--- src/rtl/rom_streamer_if.sv ---
// Output stream bundle of rom_streamer: a word with last marker under a valid/ready handshake.
interface rom_streamer_if #(
    parameter int unsigned DATA_W = 8
);
    logic              out_valid;
    logic              out_ready;
    logic [DATA_W-1:0] out_data;
    logic              out_last;

    modport master (output out_valid, output out_data, output out_last, input out_ready);
    modport slave  (input out_valid, input out_data, input out_last, output out_ready);
endinterface

--- src/rtl/rom_streamer.sv ---
// Sequencer in front of a combinational ROM: walks a programmed run of addresses and streams the words out.
// Optional ROM_STREAMER_CHECKSUM_EN adds a running checksum of the accepted words.
module rom_streamer #(
    parameter int unsigned ADDR_W = 3,
    parameter int unsigned DATA_W = 8
) (
    input  logic              clk,
    input  logic              rst,
    input  logic              start,
    input  logic [ADDR_W-1:0] base_addr,
    input  logic [ADDR_W:0]   count,
    output logic              busy,
    output logic              done,
    output logic [ADDR_W-1:0] rom_addr,
    input  logic [DATA_W-1:0] rom_data,
    rom_streamer_if.master    strm
`ifdef ROM_STREAMER_CHECKSUM_EN
    ,
    output logic [DATA_W-1:0] checksum
`endif
);
    localparam int unsigned CNT_W = ADDR_W + 1;

    localparam logic [1:0] S_IDLE  = 2'd0;
    localparam logic [1:0] S_RUN   = 2'd1;
    localparam logic [1:0] S_DRAIN = 2'd2;

    logic [1:0]        state, state_d;
    logic [CNT_W-1:0]  remaining, remaining_d;
    logic [ADDR_W-1:0] rom_addr_d;
    logic [DATA_W-1:0] data_d;
    logic              valid_d, last_d, busy_d, done_d;
    logic              loadable;

    // The output register may take a new word when empty or being drained this cycle.
    assign loadable = !strm.out_valid || strm.out_ready;

    // Next-state and next-output logic
    always_comb begin
        state_d     = state;
        remaining_d = remaining;
        rom_addr_d  = rom_addr;
        data_d      = strm.out_data;
        valid_d     = strm.out_valid;
        last_d      = strm.out_last;
        busy_d      = busy;
        done_d      = 1'b0;
        case (state)
            S_IDLE: begin
                if (start) begin
                    if (count != '0) begin
                        rom_addr_d  = base_addr;
                        remaining_d = count;
                        busy_d      = 1'b1;
                        state_d     = S_RUN;
                    end else begin
                        done_d = 1'b1;
                    end
                end
            end
            S_RUN: begin
                if (loadable) begin
                    data_d      = rom_data;
                    valid_d     = 1'b1;
                    last_d      = (remaining == CNT_W'(1));
                    rom_addr_d  = rom_addr + ADDR_W'(1);
                    remaining_d = remaining - CNT_W'(1);
                    if (remaining == CNT_W'(1)) begin
                        state_d = S_DRAIN;
                    end
                end
            end
            S_DRAIN: begin
                if (strm.out_ready) begin
                    valid_d = 1'b0;
                    last_d  = 1'b0;
                    busy_d  = 1'b0;
                    done_d  = 1'b1;
                    state_d = S_IDLE;
                end
            end
            default: begin
                state_d = S_IDLE;
            end
        endcase
    end

    // State and output registers
    always_ff @(posedge clk) begin
        if (rst) begin
            state          <= S_IDLE;
            remaining      <= '0;
            rom_addr       <= '0;
            strm.out_data  <= '0;
            strm.out_valid <= 1'b0;
            strm.out_last  <= 1'b0;
            busy           <= 1'b0;
            done           <= 1'b0;
        end else begin
            state          <= state_d;
            remaining      <= remaining_d;
            rom_addr       <= rom_addr_d;
            strm.out_data  <= data_d;
            strm.out_valid <= valid_d;
            strm.out_last  <= last_d;
            busy           <= busy_d;
            done           <= done_d;
        end
    end

`ifdef ROM_STREAMER_CHECKSUM_EN
    logic [DATA_W-1:0] checksum_d;

    // Cleared when a run is started, accumulates every accepted word.
    always_comb begin
        checksum_d = checksum;
        if (state == S_IDLE && start) begin
            checksum_d = '0;
        end else if (strm.out_valid && strm.out_ready) begin
            checksum_d = checksum + strm.out_data;
        end
    end

    always_ff @(posedge clk) begin
        if (rst) begin
            checksum <= '0;
        end else begin
            checksum <= checksum_d;
        end
    end
`endif
endmodule

--- src/flat_wrapper.sv ---
// flat-port wrapper written by rule: the top's interface ports become plain ports
module rom_streamer_flat 
#(
    parameter int unsigned ADDR_W = 3,
    parameter int unsigned DATA_W = 8
)
  (clk, rst, start, base_addr, count, busy, done, rom_addr, rom_data, strm_out_valid, strm_out_data, strm_out_last, strm_out_ready);
  rom_streamer_if #(.DATA_W(DATA_W)) strm_i ();
  input  logic clk;
  input  logic rst;
  input  logic start;
  input  logic [ADDR_W-1:0] base_addr;
  input  logic [ADDR_W:0] count;
  output logic busy;
  output logic done;
  output logic [ADDR_W-1:0] rom_addr;
  input  logic [DATA_W-1:0] rom_data;
  output wire logic [$bits(strm_i.out_valid)-1:0] strm_out_valid;
  output wire logic [$bits(strm_i.out_data)-1:0] strm_out_data;
  output wire logic [$bits(strm_i.out_last)-1:0] strm_out_last;
  input wire logic [$bits(strm_i.out_ready)-1:0] strm_out_ready;
  assign strm_out_valid = strm_i.out_valid;
  assign strm_out_data = strm_i.out_data;
  assign strm_out_last = strm_i.out_last;
  assign strm_i.out_ready = strm_out_ready;
  rom_streamer #(.ADDR_W(ADDR_W), .DATA_W(DATA_W)) u_core (.clk(clk), .rst(rst), .start(start), .base_addr(base_addr), .count(count), .busy(busy), .done(done), .rom_addr(rom_addr), .rom_data(rom_data), .strm(strm_i));
endmodule
--- config.mk ---
export PLATFORM = sky130hd
export DESIGN_NAME = rom_streamer_flat
export DESIGN_NICKNAME = d
export VERILOG_FILES = /design/src/rtl/rom_streamer_if.sv /design/src/rtl/rom_streamer.sv /design/src/flat_wrapper.sv
export SDC_FILE = /design/constraint.sdc
export NUM_CORES = 1
export LEC_CHECK = 0
export ABC_AREA = 0
export ABC_CLOCK_PERIOD_IN_PS = 1980
export CORE_MARGIN = 2
export CORE_UTILIZATION = 46
export DETAILED_ROUTE_END_ITERATION = 10
export PLACE_DENSITY = 0.79
export SETUP_SLACK_MARGIN = 0.3
export SLEW_MARGIN = 20
export SYNTH_ARGS = -nofsm -noshare
export SYNTH_HDL_FRONTEND = slang
export SYNTH_SLANG_ARGS = --single-unit
--- constraint.sdc ---
create_clock -name clk -period 1.98 [get_ports clk]
set_input_delay 0.594 -clock clk [delete_from_list [all_inputs] [get_ports clk]]
set_output_delay 0.594 -clock clk [all_outputs]
set_load 0.02 [all_outputs]
==> results of run 1 <==
-- worst reg2reg max path, delay by kind of cell, from the launching register on --
| family | cells | cell delay [ns] |
|---|---|---|
| and+or+nand+nor | 2 | 0.38 |
| DFF | 1 | 0.53 |
| AOI/OAI and AO/OA | 2 | 0.19 |
| buffers and inverters | 2 | 0.39 |
-- per-layer routing --
| metal | vias up | part of all wire [%] |
|---|---|---|
| met2 | 24 | 49 |
| li1 | 536 | - |
| met5 | - | 0 |
| met1 | 511 | 46 |
| met3 | 2 | 4.1 |
| met4 | 0 | 0.51 |
-- final cells by class --
type,instances,share of cell area (%)
clock buffer,3,1.453
clock inverter,1,0.3228
inverter,5,1.211
multi-input combinational,93,41.48
sequential,21,27.20
tap,28,2.260
timing repair buffer,46,26.07
-- state kept, by name, summed over array words and instances (netlist names) --
| signal | flops |
|---|---|
| u_core.strm.out_data | 8 |
| u_core.remaining | 4 |
| u_core.rom_addr | 3 |
| u_core.state | 2 |
| u_core.busy | 1 |
| u_core.done | 1 |
| u_core.strm.out_last | 1 |
| u_core.strm.out_valid | 1 |
-- Yosys cell counts (2+ instances only) --
master | count | share of area, %
and3_1 | 2 | 1.1
buf_6 | 4 | 4.0
nor3_1 | 4 | 1.8
dfxtp_1 | 21 | 37
nor3b_1 | 2 | 1.3
inv_1 | 5 | 1.7
o32ai_1 | 2 | 1.6
a21oi_1 | 11 | 4.9
a31oi_1 | 2 | 1.1
nand2_1 | 24 | 8.0
clkbuf_1 | 2 | 0.67
nand3_1 | 2 | 0.89
nand2b_1 | 3 | 1.7
nor2_1 | 12 | 4.0
a211oi_1 | 2 | 1.3
ha_1 | 3 | 3.3
-- worst max-delay path by stage --
stage                                   from                  end  slack (ns)
after floorplan               strm_out_ready      u_core.state[1]        0.49
after global placement        strm_out_ready   u_core.rom_addr[0]       -0.03
after detailed placement      strm_out_ready  u_core.remaining[2]       -0.06
after CTS                 u_core.rom_addr[0]          rom_addr[0]        0.29
after global routing                count[2]   u_core.rom_addr[2]        0.24
final                               count[2]  u_core.remaining[2]        0.33
-- power breakdown --
group,internal (mW),total [mW],switching (mW)
Combinational,0.179,0.377,0.198
Sequential,0.465,0.504,0.0385
Clock,0.0752,0.210,0.135
Total,0.719,1.09,0.372
-- logic make-up after synthesis --
| group | count (synthesis) |
|---|---|
| multiplexers | 1 |
| AO/OA/AOI/OAI | 33 |
| AND/OR/NAND/NOR | 56 |
| adder cells (fa/ha/maj) | 3 |
| flip-flops | 21 |
| buffers and inverters | 12 |
-- what timing repair did --
action	in CTS	in global routing
setup buffers	2	0
gates resized for setup	17	6
endpoints found under the setup margin	20	19
endpoints found under the hold margin	0	0
==> metrics.txt, run 1 <==
share of the synthesized netlist area taken by xor and xnor gates=0%; number of enable flip-flop cells after synthesis=0; PwrDens=703.6 nW/µm²; cell repeated most along the worst path=buf_4; number of antenna cells inserted=0; post-synthesis to final-layout area growth=37.36%; cell with the largest stage delay on the worst path=clkdlybuf4s50_1; placed inst area=1519 µm²; aggregate global-route resource usage=20.27%; CP peak stage delay=0.49 ns; number of H-tree levels=1; Die Footprint=2865 µm²; Setup Slack @ Placement=-0.06248 ns; CTS Hold Bufs=0; number of search-and-repair iterations in the first detailed-routing pass=4; CTS tree=built; total core area=2276 µm²; number of hold violations in the final report=0; post-synthesis async set-or-reset flop share=0%; worst endpoint data arrival time=1.87 ns; CP Data Required Time=2.20 ns; via count=1073; antenna violations before repair=0; Fmax=606.1 MHz; number of buffers inserted by port buffering=33; total nets after synthesis=148; final critical path time including I/O delays and setup=1.650 ns; Setup crit start kind=primary input; Global Route met2 Usage=34.16%; met3 GRT Util=2.500%; RSZ-0062 raised after global routing=true; multi-input logic area=643.1 µm²; clock latency reported for the late side of the worst-skew pair=0.30 ns; clock buffer count from CTS=3; end of the worst hold path=u_core.strm.out_data[3]; Routed WL=2726 µm; Final #Nets=192; Crit path buffers/inverters=3; first-iteration detailed-routing DRC count=25; met1 routing resource usage after global routing=27.46%; Critical Path End Type=flip-flop; sequential element share of the synthesized area=37.25%; end of the worst register-to-register path=u_core.strm.out_data[5]; smallest hold slack=0.4628 ns; Tightest Pin Transition=0.3197 ns; total count of max-transition violations in the final report=0; leakage power figure=0.6536 nW; number of design rule violations left after detail routing=0; reg-to-reg slack, setup=0.38 ns; Die Span Y=53.53 µm; status=finished, final reports clean; Avg Vias per Cell=5.447; reported max-cap violation count=0; Final Wtd Congestion=0.7705; number of primary I/O pins=34; most common cell after layout, fill and taps aside=nand2_1; Reg area=421.7 µm²; fraction of layout cells with a size suffix above 1=19.53%; type of the tightest min-delay check=flip-flop to flip-flop; Period Utilization, post-route=83.32%; first-pass GRT wire length=4353 µm; critical path class=primary input to flip-flop; Slew headroom=78.14%; sum of internal, switching and leakage power=1.091 mW; gate count after technology mapping=126; post-detailed-placement half-perimeter wirelength=2050 µm; buffer cell driving the clock tree root=clkbuf_4; die width=53.53 µm; adder-cell share of the synthesized area=3.326%; fraction of the core area covered by cells at the end of the flow=68.11%; main combinational cell family by area after synthesis=compound AO/OA/AOI/OAI gates; basic-gate share of the synthesized area counting and, or, nand and nor cells=25.50%; register bit count reported by yosys=21; worst setup margin=0.3302 ns; start of the worst register-to-register path=u_core.state[0]; count of filler cells inserted in the layout=175; dominant synthesized flop cell=dfxtp_1; commonest non-fill, non-tap cells in the layout=nand2_1, dfxtp_1, clkdlybuf4s50_1; row count=17; post-synthesis compound-gate area fraction=26.27%; largest net degree at the start of global routing=20; final setup violation count=0; gr ovfl total=0; total instance count after detailed placement=191; Initial Util=49.59%; cell family contributing the most delay on the critical path=buffers and inverters; average cell area after synthesis=8.957 µm²; number of cells traversed by the worst register-to-register path=6; via count of the first global-routing pass=982; share of cell area taken by muxes after synthesis=0.8869%; number of buffers on the longest clock path=2; final instance area=1550 µm²; final cell count without fillers=197; antenna viol nets, final=0; critical path cell sequence=clkdlybuf4s50_1, nor2_2, buf_4, nand3_1, buf_4, nand2_2, o32ai_1; Min-Delay Startpoint=u_core.strm.out_data[3]; total number of clock tree sinks=21; largest fanout on the critical path=4; busiest layer in global routing=met2; average routed wire per standard cell=13.84 µm; Sum Neg Setup Slack=0 ns; Setup Skew=0.01132 ns; Distinct cells, synth=41; total number of cells along the worst setup path=7; Peak VDD IR=522.0 µV; combined area of all synthesized cells=1129 µm²; number of warnings reported in the yosys synthesis log=0; WHS Path Cells=2; clock slew seen by the registers of the worst setup and hold paths=0.13 ns
No activity file was read; power rests on OpenSTA's default activity.
==> inputs of run 2 (changes only) <==
--- a/config.mk
+++ b/config.mk
@@ -6,7 +6,7 @@
 export NUM_CORES = 1
 export LEC_CHECK = 0
 export ABC_AREA = 0
-export ABC_CLOCK_PERIOD_IN_PS = 1980
+export ABC_CLOCK_PERIOD_IN_PS = 1600
 export CORE_MARGIN = 2
 export CORE_UTILIZATION = 46
 export DETAILED_ROUTE_END_ITERATION = 10
==> constraint.sdc (replaced) <==
create_clock -name clk -period 1.6 [get_ports clk]
set_input_delay 0.48 -clock clk [delete_from_list [all_inputs] [get_ports clk]]
set_output_delay 0.48 -clock clk [all_outputs]
set_load 0.02 [all_outputs]
==> metrics.txt, run 2 (synthesis results as in run 1) <==
Setup Skew=0.002849 ns; final cell count without fillers=217; sum of internal, switching and leakage power=1.542 mW; Initial Util=49.59%; fraction of layout cells with a size suffix above 1=47.09%; Slew headroom=73.99%; total number of cells along the worst setup path=6; share of total power in combinational logic=41.8%; largest net degree at the start of global routing=12; number of primary I/O pins=34; Setup crit start kind=flip-flop; end of the worst register-to-register path=u_core.state[0]; cell with the largest stage delay on the worst path=dfxtp_4; cell family contributing the most delay on the critical path=flip-flops; total count of max-transition violations in the final report=0; part of the total power dissipated in the clock network=17.0%; number of search-and-repair iterations in the first detailed-routing pass=4; count of filler cells inserted in the layout=139; final instance area=1851 µm²; WHS Path Cells=2; Final Wtd Congestion=0.8376; Sum Neg Setup Slack=0 ns; die width=53.53 µm; CP Data Required Time=1.77 ns; post-synthesis to final-layout area growth=63.97%; largest fanout on the critical path=5; Die Span Y=53.53 µm; row count=17; PwrDens=833.5 nW/µm²; status=finished, final reports clean; clock buffer count from CTS=3; Fmax=671.6 MHz; buffer cell driving the clock tree root=clkbuf_4; aggregate global-route resource usage=23.26%; commonest non-fill, non-tap cells in the layout=buf_4, nand2_1, clkdlybuf4s50_1, buf_6, a21oi_1; Tightest Pin Transition=0.3891 ns; reg-to-reg slack, setup=0.11 ns; number of cells traversed by the worst register-to-register path=6; Routed WL=3511 µm; register with the most flip-flops=u_core.strm.out_data; number of hold violations in the final report=0; Sequential Power Share=41.3%; first-pass GRT wire length=4864 µm; share of total power consumed by net switching=34.52%; Peak VDD IR=670.5 µV; antenna violations before repair=0; Final #Nets=212; internal cell power=1.010 mW; post-detailed-placement half-perimeter wirelength=2055 µm; Critical Path End Type=flip-flop; antenna viol nets, final=0; final setup violation count=0; total instance count after detailed placement=194; reported max-cap violation count=0; gr ovfl total=0; number of buffers inserted by port buffering=33; start of the worst register-to-register path=u_core.state[1]; number of buffers on the longest clock path=2; cell repeated most along the worst path=buf_4; Period Utilization, post-route=93.06%; via count of the first global-routing pass=1111; critical path class=flip-flop to flip-flop; clock latency reported for the late side of the worst-skew pair=0.30 ns; RSZ-0062 raised after global routing=true; leakage power figure=0.7642 nW; placed inst area=1549 µm²; critical path endpoint=u_core.state[0]; total number of clock tree sinks=21; final critical path time including I/O delays and setup=1.489 ns; switching power=0.5324 mW; total core area=2276 µm²; Avg Vias per Cell=5.594; average routed wire per standard cell=16.18 µm; CP peak stage delay=0.39 ns; first-iteration detailed-routing DRC count=47; type of the tightest min-delay check=flip-flop to flip-flop; number of antenna cells inserted=0; number of H-tree levels=1; clock slew seen by the registers of the worst setup and hold paths=0.12 ns; via count=1214; CTS tree=built; Critical path origin=u_core.state[1]; Crit path buffers/inverters=2; critical path cell sequence=buf_4, mux2i_2, nand2b_1, buf_4, nand2_1, a2111oi_1; registers with the highest flip-flop counts=u_core.strm.out_data x8, u_core.remaining x4, u_core.rom_addr x3; max reg flops=8; Die Footprint=2865 µm²; most common cell after layout, fill and taps aside=buf_4; worst endpoint data arrival time=1.66 ns; smallest hold slack=0.4629 ns; number of design rule violations left after detail routing=0
run 2: worst min-delay path, delay by kind of cell, from the launching register on:
| family | cells | cell delay, ns |
|---|---|---|
| AOI/OAI and AO/OA | 1 | 0.05 |
| DFF | 1 | 0.33 |
| and+or+nand+nor | 1 | 0.05 |
run 2: repair_timing:
action | 4_1_cts | 5_1_grt
gates resized for setup | 92 | 35
endpoints found under the hold margin | 0 | 0
hold buffers | 0 | 0
cloned | 0 | 0
endpoints found under the setup margin | 35 | 34
buffers inserted | 9 | 10
pin swaps | 10 | 13
run 2: worst min-delay path by stage:
| stage | start | endpoint | slack, ns |
|---|---|---|---|
| 5_1_grt | u_core.strm.out_data[4] | u_core.strm.out_data[4] | 0.48 |
| 2_1_floorplan | u_core.remaining[2] | u_core.remaining[2] | 0.48 |
| 4_1_cts | u_core.strm.out_data[4] | u_core.strm.out_data[4] | 0.46 |
| 3_5_place_dp | u_core.strm.out_data[4] | u_core.strm.out_data[4] | 0.45 |
| 6_report | u_core.strm.out_data[4] | u_core.strm.out_data[4] | 0.46 |
| 3_3_place_gp | u_core.strm.out_data[4] | u_core.strm.out_data[4] | 0.44 |
run 2: area by class of cell:
type                       count  area [µm²]  share of cell area, %
clock buffer                   4       26.28                  1.420
inverter                       5       18.77                  1.014
multi-input combinational     93       739.5                  39.96
sequential                    21       439.2                  23.73
tap                           28       35.03                  1.893
timing repair buffer          66       591.8                  31.98
run 2: metal layers:
| metal | track usage (%) | vias to the layer above | wire [µm] |
|---|---|---|---|
| li1 | - | 578 | - |
| met1 | 27.29 | 589 | 1479 |
| met2 | 44.03 | 43 | 1834 |
| met3 | 3.611 | 4 | 161 |
| met4 | 5.128 | 0 | 36 |
| met5 | 0 | - | 0 |
run 2: power groups by stage:
| stage | logic (mW) | registers, mW | clock network [mW] |
|---|---|---|---|
| after floorplan | 0.272 | 0.663 | 0 |
| after global placement | 0.482 | 0.635 | 0 |
| after detailed placement | 0.492 | 0.638 | 0 |
| after CTS | 0.535 | 0.628 | 0.270 |
| after global routing | 0.685 | 0.642 | 0.285 |
| final | 0.644 | 0.636 | 0.262 |
run 2: through the flow:
stage	utilization (%)	worst slack [ns]
2_1_floorplan	-	0.2834
3_3_place_gp	68.06	-0.2832
3_5_place_dp	68.06	-0.3264
4_1_cts	73.12	0.1814
5_1_grt	81.31	0.06589
6_report	81.31	0.1110
==> inputs of run 3 (changes only) <==
--- a/config.mk
+++ b/config.mk
@@ -10,8 +10,7 @@
 export CORE_MARGIN = 2
 export CORE_UTILIZATION = 46
 export DETAILED_ROUTE_END_ITERATION = 10
-export PLACE_DENSITY = 0.79
-export SETUP_SLACK_MARGIN = 0.3
+export PLACE_DENSITY = 0.9
 export SLEW_MARGIN = 20
 export SYNTH_ARGS = -nofsm -noshare
 export SYNTH_HDL_FRONTEND = slang
==> metrics.txt, run 3 (synthesis results as in run 1) <==
status=finished, final reports clean; Fmax=645.6 MHz; type of the tightest min-delay check=flip-flop to flip-flop; Tightest Pin Transition=0.3469 ns; first-iteration detailed-routing DRC count=26; Final #Nets=199; Setup Skew=0.01685 ns; total count of max-transition violations in the final report=0; clock latency reported for the late side of the worst-skew pair=0.33 ns; final critical path time including I/O delays and setup=1.549 ns; via count=1137; commonest non-fill, non-tap cells in the layout=nand2_1, dfxtp_1, buf_4; PwrDens=868.7 nW/µm²; RSZ-0062 raised after global routing=false; number of antenna cells inserted=0; start of the worst register-to-register path=u_core.state[1]; CP Data Required Time=1.12 ns; Critical path origin=u_core.rom_addr[0]; die width=53.53 µm; largest net degree at the start of global routing=13; total number of clock tree sinks=21; number of buffers inserted by port buffering=33; fraction of layout cells with a size suffix above 1=23.86%; number of buffers on the longest clock path=2; Crit path buffers/inverters=1; gr ovfl total=0; post-synthesis to final-layout area growth=47.01%; CTS Hold Bufs=0; number of hold violations in the final report=0; buffer cell driving the clock tree root=clkbuf_4; clock buffer count from CTS=3; Slew headroom=76.83%; first-pass GRT wire length=4643 µm; Setup crit start kind=flip-flop; antenna viol nets, final=0; Critical Path End Type=output pin; largest fanout on the critical path=4; cell family contributing the most delay on the critical path=flip-flops; placed inst area=1584 µm²; Min-Delay Startpoint=u_core.strm.out_data[6]; count of filler cells inserted in the layout=162; max reg flops=8; CTS tree=built; register with the most flip-flops=u_core.strm.out_data; number of search-and-repair iterations in the first detailed-routing pass=4; Period Utilization, post-route=96.81%; critical path class=flip-flop to output pin; antenna violations before repair=0; Sum Neg Setup Slack=0 ns; average routed wire per standard cell=15.25 µm; reported max-cap violation count=0; fraction of the core area covered by cells at the end of the flow=72.90%; registers with the highest flip-flop counts=u_core.strm.out_data x8, u_core.remaining x4, u_core.rom_addr x3; Initial Util=49.59%; cell with the largest stage delay on the worst path=dfxtp_1; number of H-tree levels=1; via count of the first global-routing pass=1059; Routed WL=3110 µm; Die Footprint=2865 µm²; number of design rule violations left after detail routing=0; number of primary I/O pins=34; leakage power figure=0.7089 nW; Final Wtd Congestion=0.8561; CP peak stage delay=0.40 ns; final setup violation count=0; reg-to-reg slack, setup=0.13 ns; most common cell after layout, fill and taps aside=nand2_1; Peak VDD IR=571.0 µV; worst endpoint data arrival time=1.07 ns; smallest hold slack=0.4633 ns; clock slew seen by the registers of the worst setup and hold paths=0.14 ns; final instance area=1659 µm²; row count=17; Avg Vias per Cell=5.574; aggregate global-route resource usage=22.68%; post-detailed-placement half-perimeter wirelength=2402 µm; Die Span Y=53.53 µm; critical path cell sequence=dlygate4sd2_1; total core area=2276 µm²
[run 3: cell types whose count changed in the layout (fill, tap and decap cells not counted), moves of 5 or more]
cell and delta:
buf_4 -17, buf_6 -12, clkdlybuf4s50_1 +5, dfxtp_1 +9, dfxtp_2 -7, dlygate4sd2_1 +10
[run 3: layout make-up]
| cell class | instances | area, µm² | share of cell area, % |
|---|---|---|---|
| repair buffers | 53 | 489.2 | 29.49 |
| clock inverters | 1 | 5.005 | 0.3017 |
| flip-flops and latches | 21 | 422.9 | 25.49 |
| well taps | 28 | 35.03 | 2.112 |
| inverters | 5 | 18.77 | 1.131 |
| clock buffers | 3 | 22.52 | 1.357 |
| multi-input cells | 93 | 665.6 | 40.12 |
[run 3: final timing paths]
path | end | cells past startpoint
worst max-delay path | rom_addr[0] | 1
worst min-delay path | u_core.strm.out_data[6] | 2
worst max register to register | u_core.state[1] | 5
worst min register to register | u_core.strm.out_data[6] | 2
[run 3: where the power goes]
part	switching (mW)	internal, mW
sequential	0.0534	0.577
combinational	0.267	0.263
clock	0.188	0.0937
total	0.508	0.934
[run 3: routing by layer]
metal  global-route usage [%]  wire [µm]
met1                    25.90       1271
met2                    39.71       1607
met4                    11.11         69
met5                        0          0
met3                    5.000        161
[run 3: stage by stage]
| stage | instances | setup WS (ns) | power (mW) |
|---|---|---|---|
| floorplan | 126 | 0.1889 | 0.9341 |
| global placement | 198 | -0.3101 | 1.125 |
| detailed placement | 198 | -0.4432 | 1.146 |
| CTS | 202 | 0.001166 | 1.402 |
| global route | 204 | 0.0003116 | 1.503 |
| finish | 204 | 0.05110 | 1.441 |
[run 3: worst reg2reg max path: stages, from the launching register on]
cell and delay, ns:
dfxtp_2 0.42, buf_4 0.18, mux2i_1 0.26, nand2b_1 0.10
and3_1 0.17, o221a_2 0.24
[run 3: what timing repair did]
| item | in CTS | in global routing |
|---|---|---|
| pin swaps | 0 | 1 |
| resized for setup | 19 | 7 |
| endpoints found under the hold margin | 0 | 0 |
| endpoints found under the setup margin | 18 | 10 |
| buffers inserted | 0 | 2 |
